==> config.mk <==
export PLATFORM = sky130hd
export DESIGN_NAME = led_axi_slave
export DESIGN_NICKNAME = d
export VERILOG_FILES = /design/src/rtl/led_axi_slave.sv
export SDC_FILE = /design/constraint.sdc
export NUM_CORES = 1
export LEC_CHECK = 0
export BUFFER_PORTS_ARGS = -buffer_cell sky130_fd_sc_hd__buf_2
export CELL_PAD_IN_SITES_DETAIL_PLACEMENT = 1
export CELL_PAD_IN_SITES_GLOBAL_PLACEMENT = 1
export CORE_ASPECT_RATIO = 0.9
export CORE_MARGIN = 2
export CORE_UTILIZATION = 35
export DETAILED_ROUTE_END_ITERATION = 6
export PLACE_DENSITY = 0.82
export SETUP_SLACK_MARGIN = 0.05
export SLEW_MARGIN = 5
export SYNTH_ARGS = -nofsm -noshare
export SYNTH_HDL_FRONTEND = slang
export SYNTH_SLANG_ARGS = --single-unit
==> constraint.sdc <==
create_clock -name clk -period 4.5 [get_ports clk]
set_input_delay 0.9 -clock clk [delete_from_list [all_inputs] [get_ports clk]]
set_output_delay 0.9 -clock clk [all_outputs]
set_load 0.01 [all_outputs]
==> src/rtl/led_axi_slave.sv <==
// AXI4-Lite slave holding the LED pattern, brightness and write-count registers.
// Define LED_PWM_EN to add the brightness register and PWM dimming of led.
module led_axi_slave #(
    parameter logic [15:0] RESET_LEDS = 16'h0000
) (
    input  logic        clk,
    input  logic        reset,
    input  logic [31:0] S_AXI_AWADDR,
    input  logic [2:0]  S_AXI_AWPROT,
    input  logic        S_AXI_AWVALID,
    output logic        S_AXI_AWREADY,
    input  logic [31:0] S_AXI_WDATA,
    input  logic [3:0]  S_AXI_WSTRB,
    input  logic        S_AXI_WVALID,
    output logic        S_AXI_WREADY,
    output logic [1:0]  S_AXI_BRESP,
    output logic        S_AXI_BVALID,
    input  logic        S_AXI_BREADY,
    input  logic [31:0] S_AXI_ARADDR,
    input  logic [2:0]  S_AXI_ARPROT,
    input  logic        S_AXI_ARVALID,
    output logic        S_AXI_ARREADY,
    output logic [31:0] S_AXI_RDATA,
    output logic [1:0]  S_AXI_RRESP,
    output logic        S_AXI_RVALID,
    input  logic        S_AXI_RREADY,
    output logic [15:0] led
);
    typedef enum logic {W_IDLE, W_RESP} w_state_t;
    typedef enum logic {R_IDLE, R_RESP} r_state_t;

    w_state_t    w_state;
    r_state_t    r_state;
    logic        aw_held;
    logic        w_held;
    logic [1:0]  aw_addr_q;
    logic [15:0] w_data_q;
    logic [1:0]  w_strb_q;
    logic [15:0] pattern;
    logic [31:0] wr_count;
    logic        aw_hs;
    logic        w_hs;
    logic        ar_hs;
    logic        commit;
    logic        wr_ok;
    logic [1:0]  addr_e;
    logic [15:0] data_e;
    logic [1:0]  strb_e;
    logic [31:0] rd_data;
    logic [1:0]  rd_resp;
    logic        unused_bits;
`ifdef LED_PWM_EN
    logic [7:0]  brightness;
    logic [7:0]  pwm_cnt;
`endif

    assign unused_bits = ^{S_AXI_AWADDR[31:4], S_AXI_AWADDR[1:0], S_AXI_AWPROT,
                           S_AXI_WDATA[31:16], S_AXI_WSTRB[3:2],
                           S_AXI_ARADDR[31:4], S_AXI_ARADDR[1:0], S_AXI_ARPROT};

    // A handshake on the commit edge bypasses the holding registers
    always_comb begin
        aw_hs  = S_AXI_AWVALID && S_AXI_AWREADY;
        w_hs   = S_AXI_WVALID && S_AXI_WREADY;
        ar_hs  = S_AXI_ARVALID && S_AXI_ARREADY;
        addr_e = aw_hs ? S_AXI_AWADDR[3:2] : aw_addr_q;
        data_e = w_hs ? S_AXI_WDATA[15:0] : w_data_q;
        strb_e = w_hs ? S_AXI_WSTRB[1:0] : w_strb_q;
        commit = (w_state == W_IDLE) && (aw_held || aw_hs) && (w_held || w_hs);
        wr_ok  = !addr_e[1];
    end

    always_comb begin
        rd_data = 32'h0;
        rd_resp = 2'b00;
        unique case (S_AXI_ARADDR[3:2])
            2'd0: rd_data = {16'h0, pattern};
`ifdef LED_PWM_EN
            2'd1: rd_data = {24'h0, brightness};
`else
            2'd1: rd_data = 32'h0;
`endif
            2'd2: rd_data = wr_count;
            2'd3: rd_resp = 2'b10;
        endcase
    end

    always_ff @(posedge clk or posedge reset) begin
        if (reset) begin
            w_state       <= W_IDLE;
            S_AXI_AWREADY <= 1'b0;
            S_AXI_WREADY  <= 1'b0;
            S_AXI_BVALID  <= 1'b0;
            S_AXI_BRESP   <= 2'b00;
            aw_held       <= 1'b0;
            w_held        <= 1'b0;
            aw_addr_q     <= 2'b00;
            w_data_q      <= 16'h0;
            w_strb_q      <= 2'b00;
            pattern       <= RESET_LEDS;
            wr_count      <= 32'h0;
`ifdef LED_PWM_EN
            brightness    <= 8'hFF;
`endif
        end else begin
            unique case (w_state)
                W_IDLE: begin
                    if (aw_hs) begin
                        aw_held   <= 1'b1;
                        aw_addr_q <= S_AXI_AWADDR[3:2];
                    end
                    if (w_hs) begin
                        w_held   <= 1'b1;
                        w_data_q <= S_AXI_WDATA[15:0];
                        w_strb_q <= S_AXI_WSTRB[1:0];
                    end
                    if (commit) begin
                        S_AXI_AWREADY <= 1'b0;
                        S_AXI_WREADY  <= 1'b0;
                        S_AXI_BVALID  <= 1'b1;
                        S_AXI_BRESP   <= wr_ok ? 2'b00 : 2'b10;
                        w_state       <= W_RESP;
                        if (wr_ok)
                            wr_count <= wr_count + 32'd1;
                        if (addr_e == 2'd0) begin
                            if (strb_e[0]) pattern[7:0]  <= data_e[7:0];
                            if (strb_e[1]) pattern[15:8] <= data_e[15:8];
                        end
`ifdef LED_PWM_EN
                        if (addr_e == 2'd1 && strb_e[0])
                            brightness <= data_e[7:0];
`endif
                    end else begin
                        S_AXI_AWREADY <= !(aw_held || aw_hs);
                        S_AXI_WREADY  <= !(w_held || w_hs);
                    end
                end
                W_RESP: begin
                    if (S_AXI_BVALID && S_AXI_BREADY) begin
                        S_AXI_BVALID  <= 1'b0;
                        aw_held       <= 1'b0;
                        w_held        <= 1'b0;
                        S_AXI_AWREADY <= 1'b1;
                        S_AXI_WREADY  <= 1'b1;
                        w_state       <= W_IDLE;
                    end
                end
            endcase
        end
    end

    always_ff @(posedge clk or posedge reset) begin
        if (reset) begin
            r_state       <= R_IDLE;
            S_AXI_ARREADY <= 1'b0;
            S_AXI_RVALID  <= 1'b0;
            S_AXI_RDATA   <= 32'h0;
            S_AXI_RRESP   <= 2'b00;
        end else begin
            unique case (r_state)
                R_IDLE: begin
                    if (ar_hs) begin
                        S_AXI_RDATA   <= rd_data;
                        S_AXI_RRESP   <= rd_resp;
                        S_AXI_RVALID  <= 1'b1;
                        S_AXI_ARREADY <= 1'b0;
                        r_state       <= R_RESP;
                    end else begin
                        S_AXI_ARREADY <= 1'b1;
                    end
                end
                R_RESP: begin
                    if (S_AXI_RVALID && S_AXI_RREADY) begin
                        S_AXI_RVALID  <= 1'b0;
                        S_AXI_ARREADY <= 1'b1;
                        r_state       <= R_IDLE;
                    end
                end
            endcase
        end
    end

`ifdef LED_PWM_EN
    // 255-cycle period so brightness 0xFF is always on
    always_ff @(posedge clk or posedge reset) begin
        if (reset) begin
            pwm_cnt <= 8'h0;
            led     <= RESET_LEDS;
        end else begin
            pwm_cnt <= (pwm_cnt == 8'd254) ? 8'h0 : pwm_cnt + 8'd1;
            led     <= pattern & {16{pwm_cnt < brightness}};
        end
    end
`else
    always_ff @(posedge clk or posedge reset) begin
        if (reset)
            led <= RESET_LEDS;
        else
            led <= pattern;
    end
`endif

endmodule

---- Word level (Yosys, flattened, before mapping) ----
Index checks and enable logic that the tools add are counted.
word-level totals
  register bits ........................... 129
  input bits .............................. 113
  output and inout port bits .............. 57
  logic and storage cells ................. 83
cells by class
  $add $sub $neg .......................... 1
  equality and inequality tests ........... 8
  muxes and demuxes ....................... 30
  bitwise operators ....................... 3
  reduce and logical (&&, ||, !) cells .... 22
operators with widths
  cell                                                   number
  case mux 32 bit (2 select lines)                       1
  adder 32 x 1 -> 32 bit, second input constant          1
  case mux 1 bit (2 select lines)                        9
  2-to-1 mux 16 bit                                      1
  2-to-1 mux 1 bit                                       15
  AND reduction 2 bit                                    6
  2-to-1 mux 2 bit                                       4
  inequality test 2 bit, second input constant           4
  AND reduction 4 bit                                    2
  logical AND 1 bit                                      7
  == test 2 bit, second input constant                   2
  zero test 2 bit                                        2
  inequality test 2 x 1 -> 1 bit, second input constant  2
  inverter 1 bit                                         3
  AND reduction 3 bit                                    1
  zero test 1 bit                                        2
  logical OR 1 bit                                       2

---- Depth between registers and ports, before layout ----
  word-level depth ........................ 6
  depth in mapped cells ................... 6
  depth with buffers taken out ............ 6

---- Worst setup path before layout ----
No wires, ideal clock.
  path kind ............................... input to register
  start point ............................. in S_AXI_AWVALID
  end point ............................... reg wr_count[1]
  library setup time ...................... 0.125 ns
  data arrival time ....................... 2.075 ns
  data required time ...................... 4.375 ns
  slack ................................... 2.301 ns
  cell stages on the path ................. 5
  path buffers ............................ 1
  cell sequence ........................... nand2_1 > mux2i_4 > and2_1 > buf_2 > mux2_2
between the ends
  cells in the longest elaborated chain, start to end .. 5
  elaborated cells on any way between the ends .. 7
  those cells by class .................... mux: 1; bitwise: 1; reduce/logical: 5
RTL lines
  element                            line  RTL
  from (decl)                        10    input logic S_AXI_AWVALID,
  logical AND 1 bit (*)              63    aw_hs = S_AXI_AWVALID && S_AXI_AWREADY;
  logical OR 1 bit                   69    commit = (w_state == W_IDLE) && (aw_held || aw_hs) && (w_held || w_hs);
  logical AND 1 bit (2 in series)    69
  AND reduction 3 bit (no line) (*)  -
  to (signal assigned)               124   wr_count <= wr_count + 32'd1;
  to (decl)                          40    logic [31:0] wr_count;
Mark *: on every way between the ends. The rest lies on a longest branch, timed or not.
A chain may end at the register's enable or synchronous reset.

---- Worst setup path in the final report ----
  start point ............................. in S_AXI_AWVALID
  end point ............................... reg pattern[11]
between the ends
  cells in the longest elaborated chain, start to end .. 5
  elaborated cells on any way between the ends .. 7
  those cells by class .................... mux: 1; reduce/logical: 6
RTL lines
  element                            line  RTL
  logical AND 1 bit (*)              63
  logical OR 1 bit                   69
  logical AND 1 bit (2 in series)    69
  AND reduction 4 bit (no line) (*)  -
  to (signal assigned)               127   if (strb_e[1]) pattern[15:8] <= data_e[15:8];
  to (decl)                          39    logic [15:0] pattern;
Marks and branches as above.

==> summary.txt <==
Pwr
  – Static Leak: 0.00319 uW
  – Power per cell area: 619 nW/um^2
  – Max rail drop VDD: 295 uV

Min path
  – Hold Crit Class: register to register

Synth
  – Cell taking the most area after synthesis: dfrtp_1
  – Post-synthesis sequential area ratio: 0.599
  – Cell count after synthesis: 459
  – Syn avg cell area: between 10 and 15 um^2
  – Synth Warn #: 0
  – Top cell type's share of synthesized area: 0.599
  – Mapped cell area: 5310 um^2
  – Yosys reg bits: around 130
  – Synth top area cells: dfrtp_1 60%, nand2_1 6.6%, mux2i_1 6.2%, mux2_2 4.9%, o21ai_0 3.2%
  – Library cells used by synthesis: 38

Global route
  – Number of global-route vias before repair: between 4k and 5k
  – Total congestion overflow: 0
  – Largest net degree at the start of global routing: 75
  – First-pass GRT wire length: between 20,000 and 25,000 um
  – Initial antenna violation count: 0
  – GRT Total Usage: 0.174

Placed design
  – Post-Place Cells: 721
  – GP Congestion: 0.805
  – Dpl hpwl: 9100 um
  – Port bufs: 83

Finish
  – Layout area overhead: 22.2%
  – Fin cells: 753
  – End-of-flow core utilization: 0.439
  – Layout cells sized above 1: 0.274
  – # diodes: 0
  – Final #Nets: around 660
  – Fill cells: 1,615

Routing
  – Vias: 3,668
  – Routed Antenna Nets: 0
  – Vias/cell: 4.87
  – Final wirelength: 13,000 um
  – WL per Instance: 17.3 um
  – Remaining DRCs: 0
  – Iteration-0 DRC Markers: ~190
  – Drt first pass iters: 4

Clocking
  – Clock Path Buffers: 2
  – CTS tree: built
  – Number of CTS-inserted buffers: 17
  – Clk root buf: clkbuf_16
  – Worst-path clk slew: 0.06 ns
  – Post-CTS Setup Inserts: 0
  – Hold buffer count at CTS: 0
  – # H-tree levels: 4
  – CTS sink cnt: 127
  – Post-cts resize count: 0
  – Worst-Skew Late Latency: 0.41 ns

Worst setup path
  – CP Max Fanout: 16
  – Worst Setup Start Kind: input pin
  – Worst endpoint required time: around 4.8 ns
  – Setup CP Type: input pin to register
  – WP data arrival: 2.62 ns
  – CP endpoint kind: register

Timing
  – Final setup TNS: 0 ns
  – Endpoints failing hold: 0
  – Slew Viols, Final: 0
  – Hold_ws: 0.415 ns
  – Worst-Margin Slew: 0.943 ns
  – Endpoints failing setup: 0
  – Max Clk Rate: 423 MHz
  – Tmin final: 2.36 ns
  – RSZ-0062 raised after global routing: false
  – Rel. slew slack: 0.370
  – Clk_skew: just over 0.006 ns
  – Crit share post-route: 0.525

Run
  – Maxcap violations: 0

Floorplan
  – Die Area: between 15,000 and 20,000 um^2
  – Core Region: 14,800 um^2
  – Top Ports: 170
  – Die H: between 100 and 150 um
  – Width of the die: between 100 and 150 um
  – Initial Util: 0.359
  – Cell Rows: 42

Run status
  – Status: complete, no violations
## metal layers
layer | vias to the layer above | part of all wire | global-route usage
met1 | 1847 | 0.45 | 0.223
met3 | 10 | 0.049 | 0.0486
li1 | 1728 | - | -
met2 | 83 | 0.49 | 0.284
met4 | 0 | 0.011 | 0.0605
met5 | - | 0 | 0
## worst max-delay path, cell delays in order
cell and delay [ns]:
buf_2 0.11, nand2_1 0.17, mux2i_4 0.47, nand4_1 0.61
nand2_1 0.24, o21ai_0 0.13
## metrics by stage
step	cell area, um^2	power (uW)	worst slack [ns]
after detailed placement	5890	2690	1.75
after CTS	6490	4070	2.13
after global routing	6490	4260	1.96
final	6490	4020	2.14
after global placement	5890	2610	1.84
after floorplan	5310	2300	0.216
## where the power goes
part,leakage (uW),internal (uW),total (uW),switching [uW]
registers,0.00165,1480,1720,241
clock network,0.000274,845,1360,514
logic,0.00127,405,938,533
total,0.00319,2730,4020,1290
## cells by family after synthesis
| kind of cell | after synthesis | share of synthesized area |
|---|---|---|
| adder cells (fa/ha/maj) | 1 | 0.00236 |
| flip-flops | 127 | 0.599 |
| XOR/XNOR | 31 | 0.0512 |
| multiplexers | 57 | 0.115 |
| AND/OR/NAND/NOR | 160 | 0.148 |
| other | 1 | 0.000707 |
| buffers and inverters | 26 | 0.0224 |
| AO/OA/AOI/OAI | 56 | 0.0618 |
## state kept, by name, summed over array words and instances, names as in the netlist, 2 cells and up
signal,flops
w_data_q,16
pattern,16
aw_addr_q,2
wr_count,32
led,16
w_strb_q,2
S_AXI_RDATA,32
## placed cells by master (no fill, tap or decap), types with 2 or more instances in the layout
| cell | instances |
|---|---|
| dfrtp_1 | 127 |
| nand2_1 | 93 |
| buf_2 | 83 |
| o21ai_0 | 34 |
| mux2i_1 | 33 |
| nor2_1 | 23 |
| mux2_2 | 23 |
| clkbuf_16 | 17 |
| o31ai_1 | 16 |
| xor2_1 | 16 |
| xnor2_1 | 15 |
| nand3_1 | 10 |
| nand4_1 | 8 |
| clkinvlp_4 | 5 |
| nor3_1 | 4 |
| clkinv_4 | 4 |
| a21oi_1 | 3 |
| and3_1 | 3 |
| buf_4 | 3 |
| nand2b_1 | 2 |
| or2_2 | 2 |
| nand4_4 | 2 |
| nor4_4 | 2 |
| inv_1 | 2 |
| nor3b_1 | 2 |
| a21o_1 | 2 |
| conb_1 | 2 |
| bufinv_16 | 2 |
| clkbuf_8 | 2 |
## Yosys cell counts, drive strengths merged
cell type and count:
dfrtp 127, nand2 94, mux2i 34, o21ai 34
mux2 23, nor2 23, o31ai 16, xor2 16
clkbuf 15, xnor2 15, nand3 10, nand4 10
buf 8, nor3 4, a21oi 3, and3 3
inv 3, nor3b 3, nor4 3, a21o 2
nand2b 2, or2 2, a21boi 1, and2 1
and4 1, conb 1, ha 1, nand3b 1
nand4b 1, nor2b 1, nor4b 1
## final timing paths
path | start | cells past startpoint | slack (ns) | endpoint
setup / recovery | S_AXI_AWVALID | 6 | 2.14 | pattern[11]
hold / removal | pattern[14] | 0 | 0.42 | led[14]
setup reg to reg | S_AXI_AWREADY | 5 | 2.31 | pattern[11]
hold reg to reg | pattern[14] | 0 | 0.42 | led[14]
max in group asynchronous | reset | 3 | 2.91 | wr_count[26]
min in group asynchronous | reset | 2 | 0.68 | S_AXI_RDATA[0]
## layout make-up
class / instances / area, um^2 / share of cell area
clock buffers: 20 / 457 / 0.0704
clock inverters: 12 / 138 / 0.0212
inverters: 3 / 13.8 / 0.00212
multi-input cells: 307 / 2010 / 0.311
flip-flops and latches: 127 / 3180 / 0.490
well taps: 198 / 248 / 0.0382
repair buffers: 86 / 438 / 0.0675
Note: power is estimated with default switching activity, not from simulation.
